**config.mk**
```make
export PLATFORM = sky130hd
export DESIGN_NAME = alu_bist
export DESIGN_NICKNAME = d
export VERILOG_FILES = /design/src/rtl/alu_bist.sv
export SDC_FILE = /design/constraint.sdc
export NUM_CORES = 1
export LEC_CHECK = 0
export ABC_AREA = 0
export CAP_MARGIN = 10
export CORE_UTILIZATION = 40
export CTS_CLUSTER_DIAMETER = 80
export DETAILED_ROUTE_END_ITERATION = 6
export GPL_ROUTABILITY_DRIVEN = 0
export GPL_TIMING_DRIVEN = 0
export PLACE_DENSITY = 0.67
export SLEW_MARGIN = 20
export SYNTH_ARGS = -nofsm -noshare
export SYNTH_HDL_FRONTEND = slang
export SYNTH_SLANG_ARGS = --single-unit
export TNS_END_PERCENT = 30
```
**constraint.sdc**
```tcl
create_clock -name clk -period 3.7 [get_ports clk]
set_input_delay 0.74 -clock clk [delete_from_list [all_inputs] [get_ports clk]]
set_output_delay 0.74 -clock clk [all_outputs]
set_load 0.02 [all_outputs]
```
**src/rtl/alu_bist.sv**
```systemverilog
// alu_bist: built-in self-test sequencer for the 8-bit ALU.
// Drives LFSR-generated operands and an index-derived opcode to the ALU.
// It compares each result against a golden model, counts mismatches and
// captures the first failing vector. Each vector takes two cycles:
// a DRIVE settle cycle, then a CHECK compare cycle.
module alu_bist #(
  parameter int          NUM_VECTORS = 256,
  parameter logic [15:0] SEED        = 16'hACE1
) (
  input  logic        clk,
  input  logic        rst_n,
  input  logic        start,
  output logic [7:0]  alu_a,
  output logic [7:0]  alu_b,
  output logic [1:0]  alu_op,
  input  logic [7:0]  alu_result,
  output logic        busy,
  output logic        done,
  output logic        pass,
  output logic [15:0] err_count,
  output logic        fail_valid,
  output logic [7:0]  fail_a,
  output logic [7:0]  fail_b,
  output logic [1:0]  fail_op,
  output logic [7:0]  fail_result
);

  typedef enum logic [1:0] {
    ST_IDLE  = 2'b00,
    ST_DRIVE = 2'b01,
    ST_CHECK = 2'b10,
    ST_DONE  = 2'b11
  } state_e;

  // An all-zero seed would lock the LFSR at zero, so it is replaced.
  localparam logic [15:0] SEED_EFF = (SEED == 16'h0000) ? 16'hACE1 : SEED;
  localparam logic [15:0] LAST_IDX = 16'(NUM_VECTORS - 1);

  // One step of the 16-bit Fibonacci LFSR (taps 16,14,13,11).
  function automatic logic [15:0] lfsr_step(input logic [15:0] cur);
    lfsr_step = {cur[14:0], cur[15] ^ cur[13] ^ cur[12] ^ cur[10]};
  endfunction

  // Reference ALU behaviour; every result wraps modulo 256.
  function automatic logic [7:0] golden(input logic [7:0] a,
                                        input logic [7:0] b,
                                        input logic [1:0] op);
    case (op)
      2'b00:   golden = a + b;
      2'b01:   golden = a - b;
      2'b10:   golden = a & b;
      2'b11:   golden = a | b;
      default: golden = 8'h00;
    endcase
  endfunction

  state_e      state_q, state_d;
  logic [15:0] lfsr_q, lfsr_d;
  logic [15:0] vec_idx_q, vec_idx_d;
  logic [7:0]  alu_a_q, alu_a_d;
  logic [7:0]  alu_b_q, alu_b_d;
  logic [1:0]  alu_op_q, alu_op_d;
  logic        busy_q, busy_d;
  logic        done_q, done_d;
  logic        pass_q, pass_d;
  logic [15:0] err_count_q, err_count_d;
  logic        fail_valid_q, fail_valid_d;
  logic [7:0]  fail_a_q, fail_a_d;
  logic [7:0]  fail_b_q, fail_b_d;
  logic [1:0]  fail_op_q, fail_op_d;
  logic [7:0]  fail_result_q, fail_result_d;
  logic        mismatch;

  // Next-state, vector generation and result checking.
  always_comb begin
    state_d       = state_q;
    lfsr_d        = lfsr_q;
    vec_idx_d     = vec_idx_q;
    alu_a_d       = alu_a_q;
    alu_b_d       = alu_b_q;
    alu_op_d      = alu_op_q;
    busy_d        = busy_q;
    done_d        = done_q;
    err_count_d   = err_count_q;
    fail_valid_d  = fail_valid_q;
    fail_a_d      = fail_a_q;
    fail_b_d      = fail_b_q;
    fail_op_d     = fail_op_q;
    fail_result_d = fail_result_q;
    mismatch      = (alu_result != golden(alu_a_q, alu_b_q, alu_op_q));

    case (state_q)
      ST_IDLE, ST_DONE: begin
        if (start) begin
          // Fresh run: wipe previous results and present vector 0.
          state_d       = ST_DRIVE;
          lfsr_d        = SEED_EFF;
          vec_idx_d     = 16'h0000;
          alu_a_d       = SEED_EFF[7:0];
          alu_b_d       = SEED_EFF[15:8];
          alu_op_d      = 2'b00;
          busy_d        = 1'b1;
          done_d        = 1'b0;
          err_count_d   = 16'h0000;
          fail_valid_d  = 1'b0;
          fail_a_d      = 8'h00;
          fail_b_d      = 8'h00;
          fail_op_d     = 2'b00;
          fail_result_d = 8'h00;
        end else begin
          state_d = state_q;
        end
      end

      ST_DRIVE: begin
        // Give the combinational ALU a full cycle to settle.
        state_d = ST_CHECK;
      end

      ST_CHECK: begin
        if (mismatch) begin
          if (err_count_q != 16'hFFFF) begin
            err_count_d = err_count_q + 16'd1;
          end else begin
            err_count_d = err_count_q;
          end
          if (!fail_valid_q) begin
            fail_valid_d  = 1'b1;
            fail_a_d      = alu_a_q;
            fail_b_d      = alu_b_q;
            fail_op_d     = alu_op_q;
            fail_result_d = alu_result;
          end else begin
            fail_valid_d  = fail_valid_q;
          end
        end else begin
          err_count_d = err_count_q;
        end

        if (vec_idx_q == LAST_IDX) begin
          // Last vector checked; ALU outputs keep holding it.
          state_d = ST_DONE;
          busy_d  = 1'b0;
          done_d  = 1'b1;
        end else begin
          state_d   = ST_DRIVE;
          lfsr_d    = lfsr_step(lfsr_q);
          vec_idx_d = vec_idx_q + 16'd1;
          alu_a_d   = lfsr_d[7:0];
          alu_b_d   = lfsr_d[15:8];
          alu_op_d  = vec_idx_d[1:0];
        end
      end

      default: begin
        state_d = ST_IDLE;
        busy_d  = 1'b0;
        done_d  = 1'b0;
      end
    endcase

    pass_d = done_d && (err_count_d == 16'h0000);
  end

  // State and output registers; reset clears every result immediately.
  always_ff @(posedge clk or negedge rst_n) begin
    if (!rst_n) begin
      state_q       <= ST_IDLE;
      lfsr_q        <= 16'h0000;
      vec_idx_q     <= 16'h0000;
      alu_a_q       <= 8'h00;
      alu_b_q       <= 8'h00;
      alu_op_q      <= 2'b00;
      busy_q        <= 1'b0;
      done_q        <= 1'b0;
      pass_q        <= 1'b0;
      err_count_q   <= 16'h0000;
      fail_valid_q  <= 1'b0;
      fail_a_q      <= 8'h00;
      fail_b_q      <= 8'h00;
      fail_op_q     <= 2'b00;
      fail_result_q <= 8'h00;
    end else begin
      state_q       <= state_d;
      lfsr_q        <= lfsr_d;
      vec_idx_q     <= vec_idx_d;
      alu_a_q       <= alu_a_d;
      alu_b_q       <= alu_b_d;
      alu_op_q      <= alu_op_d;
      busy_q        <= busy_d;
      done_q        <= done_d;
      pass_q        <= pass_d;
      err_count_q   <= err_count_d;
      fail_valid_q  <= fail_valid_d;
      fail_a_q      <= fail_a_d;
      fail_b_q      <= fail_b_d;
      fail_op_q     <= fail_op_d;
      fail_result_q <= fail_result_d;
    end
  end

  assign alu_a       = alu_a_q;
  assign alu_b       = alu_b_q;
  assign alu_op      = alu_op_q;
  assign busy        = busy_q;
  assign done        = done_q;
  assign pass        = pass_q;
  assign err_count   = err_count_q;
  assign fail_valid  = fail_valid_q;
  assign fail_a      = fail_a_q;
  assign fail_b      = fail_b_q;
  assign fail_op     = fail_op_q;
  assign fail_result = fail_result_q;

endmodule

```
Word level (Yosys, flattened, before mapping)
Cells that the tools add are included.
{"block": "totals", "register_bits": 98, "in_bits": 11, "out_inout_bits": 64, "wordCells": 93}
{"block": "classes", "addsub": 4, "n_eq_ne": 14, "mux": 45, "bitwise": 5, "n_reduce_logical": 10}
{"cell": "2-to-1 mux 16 bit", "count": 7}
{"cell": "case mux 16 bit (2 select lines)", "count": 3}
{"cell": "2-to-1 mux 8 bit", "count": 11}
{"cell": "case mux 8 bit (2 select lines)", "count": 5}
{"cell": "adder 16 x 1 -> 16 bit (second input constant)", "count": 2}
{"cell": "case mux 8 bit (4 select lines)", "count": 1}
{"cell": "== test 16 x 8 -> 1 bit (second input constant)", "count": 1}
{"cell": "logical NOT 16 bit", "count": 1}
{"cell": "!= test 16 bit (second input constant)", "count": 1}
{"cell": "2-to-1 mux 2 bit", "count": 6}
{"cell": "!= test 2 bit (second input constant)", "count": 5}
{"cell": "AND reduction 3 bit", "count": 3}
{"cell": "adder 8 bit", "count": 1}
{"cell": "AND 8 bit", "count": 1}
{"cell": "== test 2 bit (second input constant)", "count": 4}
{"cell": "!= test 8 bit", "count": 1}
{"cell": "bitwise OR 8 bit", "count": 1}
{"cell": "case mux 2 bit (2 select lines)", "count": 2}
{"cell": "subtractor 8 bit", "count": 1}
{"cell": "2-to-1 mux 1 bit", "count": 6}
{"cell": "case mux 1 bit (2 select lines)", "count": 3}
{"cell": "case mux 2 bit (3 select lines)", "count": 1}
{"cell": "== test 2 x 1 -> 1 bit (second input constant)", "count": 2}
{"cell": "logical NOT 2 bit", "count": 2}
{"cell": "5 further kinds", "count": 7}

Longest topological paths before layout
Gate-level depths: netlist of run 1.
{"block": "depth", "depth_word": 7, "mapped_depth": 18, "ltp_nobuf": 17}

Worst setup path after synthesis of run 1
No wires, ideal clock.
{"block": "synth_path", "path_type": "register to register", "startpoint": "register vec_idx_q[1]", "endpoint": "register pass_q (netlist: pass)", "setup_ns": 0.096, "t_arrival_ns": 3.905, "required_time_ns": 3.604, "slack_ns": -0.301, "path_stages_with_launch": 18, "path_buffers": 2, "period_less_slack_ns": 4.001, "path_cell_list": "dfrtp_1 -> inv_1 -> ha_1 -> clkbuf_1 -> mux2i_1 -> ha_1 -> nor2b_1 -> o31a_1 -> a311oi_1 -> xnor2_1 -> or3_1 -> nand4_4 -> buf_4 -> nand3_1 -> o211ai_1 -> o31ai_1 -> or4_1 -> nor4_2"}
{"block": "synth_between", "elab_chain_cells": 4}
{"item": "start, declared", "line_no": "59", "rtl": "logic [15:0] vec_idx_q, vec_idx_d;"}
{"item": "start signal, assigned", "line_no": "186", "rtl": "vec_idx_q <= vec_idx_d;"}
{"item": "== test 16 x 8 -> 1 bit", "line_no": "140", "rtl": "if (vec_idx_q == LAST_IDX) begin"}
{"item": "2-to-1 mux 1 bit", "line_no": "140"}
{"item": "case mux 1 bit (2 select lines)", "line_no": "92", "rtl": "case (state_q)"}
{"item": "logical AND 1 bit", "line_no": "162", "rtl": "pass_d = done_d && (err_count_d == 16'h0000);"}
{"item": "named net pass_d", "line_no": "65", "rtl": "logic pass_q, pass_d;"}
{"item": "end signal, assigned", "line_no": "192", "rtl": "pass_q <= pass_d;"}
{"item": "end, declared", "line_no": "65"}
The timed path passes the listed nets, and every way through them passes these cells.
A chain may end at the register's enable or synchronous reset.

==> results of run 1 <==
==> power by group <==
| part | internal, W | leakage (nW) | switching, W |
|---|---|---|---|
| combinational | 0.000147 | 1.75 | 0.000154 |
| sequential | 0.000912 | 0.902 | 0.0000437 |
| clock | 0.000679 | 0.164 | 0.000342 |
| total | 0.00174 | 2.82 | 0.000540 |
==> worst max-delay path: cells and delay by family (launching register included) <==
kind                       cells  cell delay (ns)
AOI/OAI and AO/OA              4             1.07
xor gates and xnor gates       2             0.26
adders and majority gates      2             0.50
buffers and inverters          2             0.22
DFF                            1             0.41
and+or+nand+nor                7             1.60
==> state kept, by name, summed over array words and instances (netlist names) <==
register,count
fail_valid,1
fail_a,8
err_count,16
state_q,2
pass,1
fail_b,8
vec_idx_q,16
busy,1
lfsr_q,16
fail_result,8
done,1
fail_op,2
==> final cells by class <==
type	count	share of cell area, %
Clock buffer	13	3.86
Sequential cell	80	30.9
Clock inverter	3	1.39
Multi-Input combinational cell	405	42.2
Tap cell	143	2.76
Timing Repair Buffer	100	14.7
Buffer	32	3.01
Inverter	20	1.16
==> cells in the final DEF (no fill, tap or decap), drive strengths merged, types with 4 or more instances in the layout <==
| cell type | n |
|---|---|
| clkdlybuf4s50 | 73 |
| a211oi | 5 |
| nand2 | 80 |
| nor2b | 6 |
| nor3b | 4 |
| nor2 | 37 |
| buf | 42 |
| xnor2 | 14 |
| and2 | 4 |
| nand3 | 19 |
| a21oi | 21 |
| a31oi | 15 |
| o31ai | 13 |
| ha | 17 |
| o21a | 4 |
| inv | 20 |
| nand4 | 8 |
| or3 | 10 |
| nor3 | 6 |
| o21ai | 56 |
| a21o | 4 |
| clkbuf | 30 |
| xor2 | 15 |
| and3 | 14 |
| nor4 | 4 |
| dfrtp | 80 |
==> how the worst max path moves through the flow <==
stage,from,to,slack (ns)
detailed placement,vec_idx_q[1]$_DFFE_PN0P_,fail_result[0]$_DFFE_PN0P_,-0.73
floorplan,lfsr_q[8]$_DFFE_PN0P_,pass$_DFF_PN0_,-0.13
finish,lfsr_q[8]$_DFFE_PN0P_,pass$_DFF_PN0_,-0.46
CTS,vec_idx_q[1]$_DFFE_PN0P_,pass$_DFF_PN0_,-0.37
global placement,rst_n,lfsr_q[8]$_DFFE_PN0P_,-1.22
global route,lfsr_q[8]$_DFFE_PN0P_,pass$_DFF_PN0_,-0.65
==> metrics by stage <==
step	TNS [ns]	hold WS [ns]	std cells	total power [W]	setup WS [ns]
global route	-5.37	0.411	796	0.00236	-0.650
finish	-0.632	0.375	796	0.00228	-0.457
global placement	-87.61	0.463	756	0.00123	-1.22
detailed placement	-16.50	0.470	757	0.00123	-0.726
CTS	-1.95	0.387	787	0.00228	-0.370
floorplan	-0.129	0.444	539	0.00109	-0.129
==> layer usage <==
metal	track usage (%)	routed length, µm
met3	3.88	828
met1	28.0	5940
met2	36.8	6620
met5	0	0
met4	12.2	425
==> what timing repair did <==
action	4_1_cts	5_1_grt
gates resized for setup	27	45
setup buffers	15	9
pin swaps	17	20
endpoints found under the setup margin	37	52
gates cloned	1	0
==> cell families (layout without fill, tap and decap cells) <==
logic type	after synthesis	after routing	share of synthesized area, %
multiplexers	3	3	0.632
AND/OR/NAND/NOR	208	208	22.1
adder cells (fa/ha/maj)	18	18	4.90
buffers and inverters	54	168	4.98
AO/OA/AOI/OAI	147	147	19.9
flip-flops	80	80	42.2
XOR/XNOR	29	29	5.35
==> results.cfg, run 1 <==
[timing]
relSlewSlack_pct = 58.4
finalCritPeriodShare_pct = 112
period_minus_slack_ns = 4.16
setup_viol = 14
finClkSkew_ns = 0.00870
rsz0062_at_grt = true
fin_ws_ns = -0.457
drv_slew = 0
worst_pin_slew_ns = 0.624
hold_viol = 0
max_freq_mhz = 241

[final_layout]
area_growth_pct = 36.7
drive_gt1_share_pct = 16.4
multi_input_area_um2 = 2740
diodes = 0
fin_nets = 677
n_fill_cell = 1016
ff_latch_area_um2 = 2010
final_area_um2 = 6490
fin_util_pct = 56.3

[drt]
wl_per_cell_um = 17.3
vias_per_cell = 5.70
wirelength_um = 13800
ant_nets = 0
drtIter0Drc = 263
drc = 16
vias = 4541
drt-pass1-iter-count = 7

[synth]
synthDistinctLibCells = 68
synth_nets = 568
synth_top_area_share_pct = 42.2
synth_area_leaders = dfrtp_1, nand2_1, o21ai_0
ys_ff_latch = 80
yosysMostFrequentCell = dfrtp_1
yosysTopAreaCell = dfrtp_1
synthesis.area_um2 = 4750
synth_area_per_cell_um2 = 8.81
async_reset_ff_share_pct = 100
yosys_most_used_dff = dfrtp_1
synth_edf_count = 0
yosys_warnings = 0
syn-instance-count = 539
ys_seq_area_share_pct = 42.2
synth_top_cells_by_count = dfrtp_1, nand2_1, o21ai_0

[placement]
hpwl_um = 9660
port_buffers = 74
place_area_um2 = 5720

[power]
power_leakage_nw = 2.82
p_per_area_nw_per_um2 = 351
peakVddDrop_uv = 417

[setup_path]
required_ns = 3.95
critPathArrivalTime_ns = 4.41
cp_max_fo = 10
cp_slowest_stage_delay_ns = 0.58
cpMostUsedCell = a211oi_2
timing_worst_setup_path_type = register to register
crit_chain = inv_2, ha_4, nor3b_4, nor2_2, xnor2_1, ha_1, a211oi_2, nor2_1, a311oi_2, xnor2_2, a211oi_2, nand4_4, and2_4, buf_6, a32o_2, or4bb_1, nor4_4
rrSetupSlack_ns = -0.46
rr_startpoint = lfsr_q[8]$_DFFE_PN0P_
slowest_stage = or4bb_1
reg2reg_to = pass$_DFF_PN0_
startpoint_type = register
critPathCaptureType = register
ff2ff_path_depth = 17

[global_route]
grt_first_pass_wirelength_um = 21900
grt_antenna_before_repair = 0
grt.overflow.total = 0
grt_max_degree = 43
grt_pass1_vias = 4550
grt_use_total_pct = 22.4

[flow_run]
cap_violations = 0

[die]
die_x_um = 111
io_pins = 75
rows = 39
coreArea_um2 = 11500
die_h_um = 111
initial_core_util_pct = 41.2
die_area_um2 = 12300

[cts]
cts_root_buffer = clkbuf_16
clk_pin_slew_worst_paths_ns = 0.06
holdBufCountCts = 0
cts_buffers = 9
insertion_delay_ns = 0.34
clockBufferDepth = 2
tritoncts = done
htree_num_levels = 3
clkSinkCount = 80

[run_status]
violations = design-rule violations, negative setup slack
outcome = finished with violations

[hold_path]
hold_class = input port to async pin
(Power assumes the default switching activity.)
==> run 2: changes to the inputs <==
- CTS_CLUSTER_DIAMETER: 80 -> 50
- HOLD_SLACK_MARGIN: default -> 0.08
==> results of run 2 <==
Final layout, timing and power as in run 1 (identical DEF).
==> run 3: changes to the inputs <==
==> constraint.sdc (replaced) <==
create_clock -name clk -period 3.7 [get_ports clk]
set_input_delay 0.555 -clock clk [delete_from_list [all_inputs] [get_ports clk]]
set_output_delay 0.555 -clock clk [all_outputs]
set_load 0.02 [all_outputs]
==> results of run 3 <==
The final DEF is identical to that of run 1. Status: finished with violations: design-rule violations, negative setup slack.
Among the figures that moved: hold slack 0.375 ns -> 0.190 ns
